## src/rtl/fib_pkg.sv

```systemverilog
// Shared types and seed constants for the Fibonacci/Lucas engine.
// Imported by fib_step and fib_engine.
package fib_pkg;

    typedef enum logic [1:0] {
        IDLE = 2'd0,
        CALC = 2'd1,
        DONE = 2'd2
    } state_t;

    typedef enum logic {
        FIB   = 1'b0,
        LUCAS = 1'b1
    } mode_t;

    localparam int FIB_SEED0   = 0;
    localparam int FIB_SEED1   = 1;
    localparam int LUCAS_SEED0 = 2;
    localparam int LUCAS_SEED1 = 1;

    // First seed (term 0) of the selected sequence.
    function automatic int seed0(input mode_t m);
        return (m == LUCAS) ? LUCAS_SEED0 : FIB_SEED0;
    endfunction

    // Second seed (term 1) of the selected sequence.
    function automatic int seed1(input mode_t m);
        return (m == LUCAS) ? LUCAS_SEED1 : FIB_SEED1;
    endfunction

endpackage

```

## src/rtl/fib_step.sv

```systemverilog
// One recurrence step: sum = a + b with carry-out folded into a sticky
// overflow flag that also inherits the overflow state of both operands.
module fib_step
    import fib_pkg::*;
#(
    parameter int RES_W = 64
) (
    input  logic [RES_W-1:0] a,
    input  logic [RES_W-1:0] b,
    input  logic             ov_a,
    input  logic             ov_b,
    output logic [RES_W-1:0] sum,
    output logic             ov_sum
);

    logic carry;

    // Full-width add; the truncated sum is the term modulo 2^RES_W.
    always_comb begin
        {carry, sum} = {1'b0, a} + {1'b0, b};
        ov_sum       = carry | ov_a | ov_b;
    end

endmodule

```

## src/rtl/fib_engine.sv

```systemverilog
// Iterative Fibonacci/Lucas term engine with valid/ready request and
// response handshakes and a sticky "true value exceeds RES_W" flag.
module fib_engine
    import fib_pkg::*;
#(
    parameter int N_W   = 8,
    parameter int RES_W = 64
) (
    input  logic             clk,
    input  logic             aresetn,
    input  logic             req_valid,
    output logic             req_ready,
    input  logic [N_W-1:0]   req_n,
    input  logic             req_mode,
    output logic             rsp_valid,
    input  logic             rsp_ready,
    output logic [RES_W-1:0] rsp_result,
    output logic             rsp_overflow,
    output logic             busy
);

    state_t           state_q;
    state_t           state_d;
    logic [RES_W-1:0] a_q;
    logic [RES_W-1:0] b_q;
    logic [RES_W-1:0] sum;
    logic             ov_a_q;
    logic             ov_b_q;
    logic             ov_sum;
    logic [N_W-1:0]   count_q;
    logic             accept;
    logic             last_step;
    mode_t            mode;

    assign mode      = mode_t'(req_mode);
    assign accept    = req_valid && req_ready;
    assign last_step = (count_q == N_W'(1));

    fib_step #(
        .RES_W (RES_W)
    ) u_step (
        .a      (a_q),
        .b      (b_q),
        .ov_a   (ov_a_q),
        .ov_b   (ov_b_q),
        .sum    (sum),
        .ov_sum (ov_sum)
    );

    // State register.
    always_ff @(posedge clk or negedge aresetn) begin
        if (!aresetn) begin
            state_q <= IDLE;
        end else begin
            state_q <= state_d;
        end
    end

    // Next-state logic: n = 0 skips CALC; DONE holds until handshake.
    always_comb begin
        state_d = state_q;
        unique case (state_q)
            IDLE: begin
                if (accept) begin
                    state_d = (req_n != '0) ? CALC : DONE;
                end
            end
            CALC: begin
                if (last_step) begin
                    state_d = DONE;
                end
            end
            DONE: begin
                if (rsp_ready) begin
                    state_d = IDLE;
                end
            end
            default: state_d = IDLE;
        endcase
    end

    // Datapath: seed on accept, advance the pair once per CALC cycle.
    always_ff @(posedge clk or negedge aresetn) begin
        if (!aresetn) begin
            a_q     <= '0;
            b_q     <= '0;
            ov_a_q  <= 1'b0;
            ov_b_q  <= 1'b0;
            count_q <= '0;
        end else if (accept) begin
            a_q     <= RES_W'(seed0(mode));
            b_q     <= RES_W'(seed1(mode));
            ov_a_q  <= 1'b0;
            ov_b_q  <= 1'b0;
            count_q <= req_n;
        end else if (state_q == CALC) begin
            a_q     <= b_q;
            b_q     <= sum;
            ov_a_q  <= ov_b_q;
            ov_b_q  <= ov_sum;
            count_q <= count_q - N_W'(1);
        end
    end

    // Outputs decode registered state only; ready is masked in reset.
    always_comb begin
        req_ready    = (state_q == IDLE) && aresetn;
        rsp_valid    = (state_q == DONE);
        rsp_result   = (state_q == DONE) ? a_q : '0;
        rsp_overflow = (state_q == DONE) && ov_a_q;
        busy         = (state_q != IDLE);
    end

endmodule

```

## config.mk

```make
export PLATFORM = sky130hd
export DESIGN_NAME = fib_engine
export DESIGN_NICKNAME = d
export VERILOG_FILES = /design/src/rtl/fib_pkg.sv /design/src/rtl/fib_step.sv /design/src/rtl/fib_engine.sv
export SDC_FILE = /design/constraint.sdc
export NUM_CORES = 1
export LEC_CHECK = 0
export CORE_MARGIN = 8
export CORE_UTILIZATION = 31
export DETAILED_ROUTE_END_ITERATION = 7
export SLEW_MARGIN = 20
export SYNTH_ARGS = -nofsm -noshare
export SYNTH_HDL_FRONTEND = slang
export SYNTH_SLANG_ARGS = --single-unit
```

## constraint.sdc

```tcl
create_clock -name clk -period 3.6 [get_ports clk]
set_clock_uncertainty 0.15 [all_clocks]
set_input_delay 0.72 -clock clk [delete_from_list [all_inputs] [get_ports clk]]
set_output_delay 0.72 -clock clk [all_outputs]
set_load 0.01 [all_outputs]
```

==> impl_metrics.tcl, run 1 <==
set metrics [dict create \
    tritoncts "built" \
    die_area_mm2 0.0369 \
    syn2layout_area_growth_pct 18.7 \
    rrSetupSlack_ns 0.20 \
    fmax_mhz 294 \
    cts.sinks 140 \
    worstSetupEndpoint "b_q[63]" \
    total_power_mw 10.5 \
    cp_data_required_time_ns 3.80 \
    fin_ws_ns 0.204 \
    yosysWarningCount 0 \
    synth_common_cells "nand2_1, dfrtp_1, o21ai_0" \
    worst_pin_slew_ns 0.902 \
    cts.clk_slew.worst_paths_ns 0.06 \
    drive_gt1_share_pct 5.20 \
    place_ws_ns 0.113 \
    hold_buffers 0 \
    antenna_found_initial 0 \
    setup_violations 0 \
    netlist_instances 1191 \
    rr_startpoint "a_q[25]" \
    avgSynthCellArea_um2 8.08 \
    design_area_mm2 0.0114 \
    critPathLaunchType "flip-flop" \
    rsz0062_at_grt "false" \
    yosys.area.top_type "dfrtp_1" \
    async_reset_ff_share_pct 100 \
    outcome "complete, no violations" \
    power_density_mw_per_mm2 921 \
    ys_seq_area_share_pct 36.4 \
    ioPinCount 81 \
    layout.nets 1319 \
    cap_violations 0 \
    hold_violations 0 \
    min_period_ns 3.40 \
    hpwl_mm 19.4 \
    power.leakage_nw 4.88 \
    synth_top_area_share_pct 36.4 \
    max_slew_margin_pct 39.8 \
    via_per_inst 5.30 \
    critPathKind "flip-flop to flip-flop" \
    die_h_um 192 \
    htreeDepth 4 \
    nFillCells 3184 \
    grt_pass1_vias 8710 \
    rows 64 \
    detail-route-antenna-nets 0 \
    cts_buffer_depth 2 \
    ys_ff_latch 140 \
    io_buffers 80 \
    synth_edf_count 0 \
    maxSlewViolCount 0 \
    die_w_um 192 \
    end_kind "flip-flop" \
    grt_max_degree 85 \
    path_cells "ha_1 > and2_4 > nand2_1 > or4_4 > o32ai_4 > nor2_2 > o211ai_4 > a31o_4 > a221oi_4 > or4_1 > nand3_1" \
    crit_buf_inv 0 \
    coreArea_mm2 0.0306 \
    gp_congestion 0.862 \
    fin_crit_sh_pct 94.3 \
    crit_family "simple AND/OR/NAND/NOR gates" \
    mappedNetlistNets 1271 \
    crit_path_max_incr_delay_ns 0.56 \
    startpoint "a_q[25]" \
    arrival_ns 3.60 \
    routed_wl_mm 27.0 \
    grt-ovfl-total 0 \
    fin_tns_setup_ns 0 \
    ys_types 62 \
    placed_cell_area_mm2 0.0109 \
    ys_top_cells_by_area "dfrtp_1, nand2_1, ha_1" \
    vias 8724 \
    drt_iter0_markers 582 \
    dr.pass1.iters 5 \
    ir_worst_vdd_uv 367 \
    start_util_pct 31.5 \
    crit_cells 11 \
    yosysMostFrequentCell "nand2_1" \
    routedWlPerCell_um 16.4 \
    antennaDiodeCount 0 \
    critPathSlowestCell "or4_4" \
    cts-buffers-inserted 17 \
    grt_pass1_wl_mm 45.2 \
    final_cells 1646 \
    ys.flop_type "dfrtp_1" \
    clockRootBuffer "clkbuf_16" \
    place_inst 1616 \
    mappedNetlistArea_mm2 0.00963 \
    worstRegToRegCells 11 \
    clk_latency_ns 0.43 \
    reg2reg_to "b_q[63]" \
    remaining_drc_errors 0 \
    critical_path_peak_fanout 6 \
    hp-class "input pin to async pin" \
    grt_util_all_layers_pct 15.0 \
]
[what timing repair did]
action                     4_1_cts  5_1_grt
setup endpoints to repair        0        2
buffers inserted                 0        0
gates resized for setup          0        2
[layout by cell type, fill, tap and decap left out, types with 17 or more instances in the layout]
cell type	instances
nand2_1	261
clkdlybuf4s50_1	79
and2_1	71
clkbuf_16	17
inv_1	20
dfrtp_1	140
nand4_1	18
o21ai_0	135
xnor2_1	34
o22ai_1	26
ha_1	66
nor2_1	38
a21o_1	25
a21oi_1	90
xor2_1	25
[kinds of logic (layout without fill, tap and decap cells)]
group,Yosys count,in the layout,share of synthesized area (%)
simple gates,467,467,22.5
xor+xnor,59,59,5.37
buf+inv,89,148,3.51
compound gates,369,369,23.5
fa+ha+maj,67,67,8.79
flops,140,140,36.4
[registers in the layout, indices dropped and copies added (netlist names)]
| name | count |
|---|---|
| a_q | 64 |
| b_q | 64 |
| count_q | 8 |
| ov_a_q | 1 |
| ov_b_q | 1 |
| state_q | 2 |
[per-layer routing]
layer | global-route usage [%] | up-vias | share of wire (%)
met4 | 3.88 | 0 | 1.4
met2 | 24.2 | 214 | 47
met3 | 2.80 | 21 | 4.6
met1 | 20.2 | 4193 | 47
met5 | 0 | - | 0
li1 | - | 4296 | -
[through the flow]
| stage | hold slack, ns | utilization [%] |
|---|---|---|
| after floorplan | 0.274 | - |
| after CTS | 0.00220 | 37.3 |
| after global routing | 0.0175 | 37.3 |
| after global placement | 0.335 | 35.5 |
| after detailed placement | 0.338 | 35.5 |
| final | 0.00618 | 37.3 |
[how the worst min path moves through the flow]
stage | start | end | slack, ns | cells after the start
6_report | aresetn | count_q[0] | 0.006 | 1
5_1_grt | aresetn | count_q[2] | 0.02 | 1
4_1_cts | aresetn | count_q[1] | 0.002 | 1
3_5_place_dp | count_q[7] | count_q[7] | 0.34 | 2
3_3_place_gp | b_q[0] | a_q[0] | 0.33 | 2
2_1_floorplan | aresetn | a_q[0] | 0.27 | 0
[worst reg2reg max path: cells and delay by family (launching register included)]
family / cells / cell delay [ns]
flip-flops: 1 / 0.39
adder cells (fa/ha/maj): 1 / 0.43
AND/OR/NAND/NOR: 6 / 1.50
AO/OA/AOI/OAI: 4 / 0.85
[layout make-up]
class	instances	area (um^2)	area share (%)
multi-input cells	962	5840	51.1
flip-flops and latches	140	3500	30.7
repair buffers	98	962	8.42
well taps	396	495	4.34
clock buffers	22	454	3.98
clock inverters	8	95.1	0.833
inverters	20	75.1	0.657
[report_power, final]
part	switching (mW)	internal [mW]	leakage [nW]
logic	3.66	2.33	2.83
registers	0.556	2.27	1.79
clock network	0.679	1.02	0.266
(Power assumes the default switching activity.)
==> run 2, diff against run 1 <==
--- a/config.mk
+++ b/config.mk
@@ -5,7 +5,8 @@
 export SDC_FILE = /design/constraint.sdc
 export NUM_CORES = 1
 export LEC_CHECK = 0
-export CORE_MARGIN = 8
+export CAP_MARGIN = 20
+export CORE_MARGIN = 2
 export CORE_UTILIZATION = 31
 export DETAILED_ROUTE_END_ITERATION = 7
 export SLEW_MARGIN = 20
==> run 2 against run 1 <==
Flip-flop and latch count unchanged. Final area increased by 0.15%. Sequential share of layout area about the same. Fmax is 1.3% higher. Cell count grew 0.12%. Critical endpoint is now b_q[59]. Largest cell class unchanged. Highest routed layer unchanged.
==> impl_metrics.tcl, run 2 (synthesized netlist as in run 1, its figures left out) <==
set metrics [dict create \
    grt_pass1_vias 8481 \
    rsz0062_at_grt "false" \
    total_power_mw 10.6 \
    cap_violations 0 \
    final_common_cell "nand2_1" \
    routedWlPerCell_um 16.2 \
    arrival_ns 3.48 \
    antenna_found_initial 0 \
    clk_latency_ns 0.44 \
    placed_cell_area_mm2 0.0108 \
    critPathKind "flip-flop to flip-flop" \
    die_w_um 180 \
    die_h_um 180 \
    grt_util_all_layers_pct 16.5 \
    ir_worst_vdd_uv 385 \
    via_per_inst 5.26 \
    power_density_mw_per_mm2 927 \
    cp_data_required_time_ns 3.73 \
    critPathLaunchType "flip-flop" \
    post-route-util_pct 37.4 \
    vias 8664 \
    grt_max_degree 102 \
    fin_crit_sh_pct 93.2 \
    hpwl_mm 19.1 \
    cts-buffers-inserted 17 \
    detail-route-antenna-nets 0 \
    syn2layout_area_growth_pct 18.8 \
    fmax_mhz 298 \
    grt_pass1_wl_mm 44.3 \
    hold_ws_ns 0.0603 \
    routed_wl_mm 26.7 \
    fin_tns_setup_ns 0 \
    final_cell_mix "nand2_1, dfrtp_1, o21ai_0" \
    power.leakage_nw 4.90 \
    gp_congestion 0.901 \
    grt-ovfl-total 0 \
    critPathSlowestCell "dfrtp_1" \
    drive_gt1_share_pct 5.67 \
    worst_pin_slew_ns 0.945 \
    crit_family "compound AO/OA/AOI/OAI gates" \
    layout.nets 1319 \
    path_cells "ha_1 > a21oi_1 > o21ai_1 > a221o_1 > a221oi_2 > a2bb2oi_2 > o211ai_4 > a31o_4 > a221oi_2 > xor2_1 > o21ai_1" \
    hp-class "input pin to async pin" \
    io_buffers 80 \
    remaining_drc_errors 0 \
    crit_buf_inv 0 \
    design_area_mm2 0.0114 \
    antennaDiodeCount 0 \
    setup_violations 0 \
    critical_path_peak_fanout 5 \
    tritoncts "built" \
    clockRootBuffer "clkbuf_16" \
    die_area_mm2 0.0325 \
    top_regs "a_q x64, b_q x64, count_q x8" \
    end_kind "flip-flop" \
    nFillCells 3169 \
    hold_violations 0 \
    htreeDepth 4 \
    max_slew_margin_pct 37.0 \
    cts_buffer_depth 2 \
    cts.sinks 140 \
    maxSlewViolCount 0 \
    rows 64 \
    start_util_pct 31.5 \
    drt_iter0_markers 641 \
    min_period_ns 3.35 \
    ioPinCount 81 \
    dr.pass1.iters 4 \
    cts.clk_slew.worst_paths_ns 0.06 \
    outcome "complete, no violations" \
    coreArea_mm2 0.0306 \
    crit_path_max_incr_delay_ns 0.41 \
    post_cts_buffers 0 \
]
## run 2: repair_timing
action	4_1_cts	5_1_grt
endpoints found under the setup margin	0	1
hold buffers	0	0
gates resized for setup	0	1
## run 2: area by class of cell
type / instances / area, um^2 / share of cell area (%)
Multi-Input combinational cell: 962 / 5820 / 50.9
Sequential cell: 140 / 3500 / 30.6
Clock buffer: 19 / 453 / 3.96
Inverter: 20 / 75.1 / 0.656
Clock inverter: 13 / 141 / 1.24
Timing Repair Buffer: 98 / 950 / 8.30
Tap cell: 396 / 495 / 4.33
## run 2: routing by layer
metal	share of wire [%]	wire length, um	GRT usage, %
met1	49	13100	23.3
met2	46	12400	26.3
met3	3.2	861	2.38
met4	1.6	431	4.52
met5	0	0	0
## run 2: path summary, 6_finish.rpt
| kind | from | endpoint | slack (ns) | cells after the start |
|---|---|---|---|---|
| max | a_q[22] | b_q[59] | 0.25 | 11 |
| min | aresetn | b_q[4] | 0.06 | 1 |
| max reg2reg | a_q[22] | b_q[59] | 0.25 | 11 |
| min reg2reg | count_q[7] | count_q[7] | 0.35 | 2 |
| max in group asynchronous | aresetn | a_q[31] | 1.56 | 3 |
| min in group clk | count_q[7] | count_q[7] | 0.35 | 2 |
## run 2: metrics by stage
step           setup WS (ns)  cells
2_1_floorplan          0.564   1191
3_5_place_dp           0.183   1616
5_1_grt               0.0350   1648
6_report               0.246   1648
4_1_cts                0.151   1648
3_3_place_gp           0.222   1616
## run 2: power breakdown
part	switching [mW]	internal (mW)
combinational	3.65	2.30
sequential	0.565	2.27
clock	0.751	1.06
total	4.97	5.64
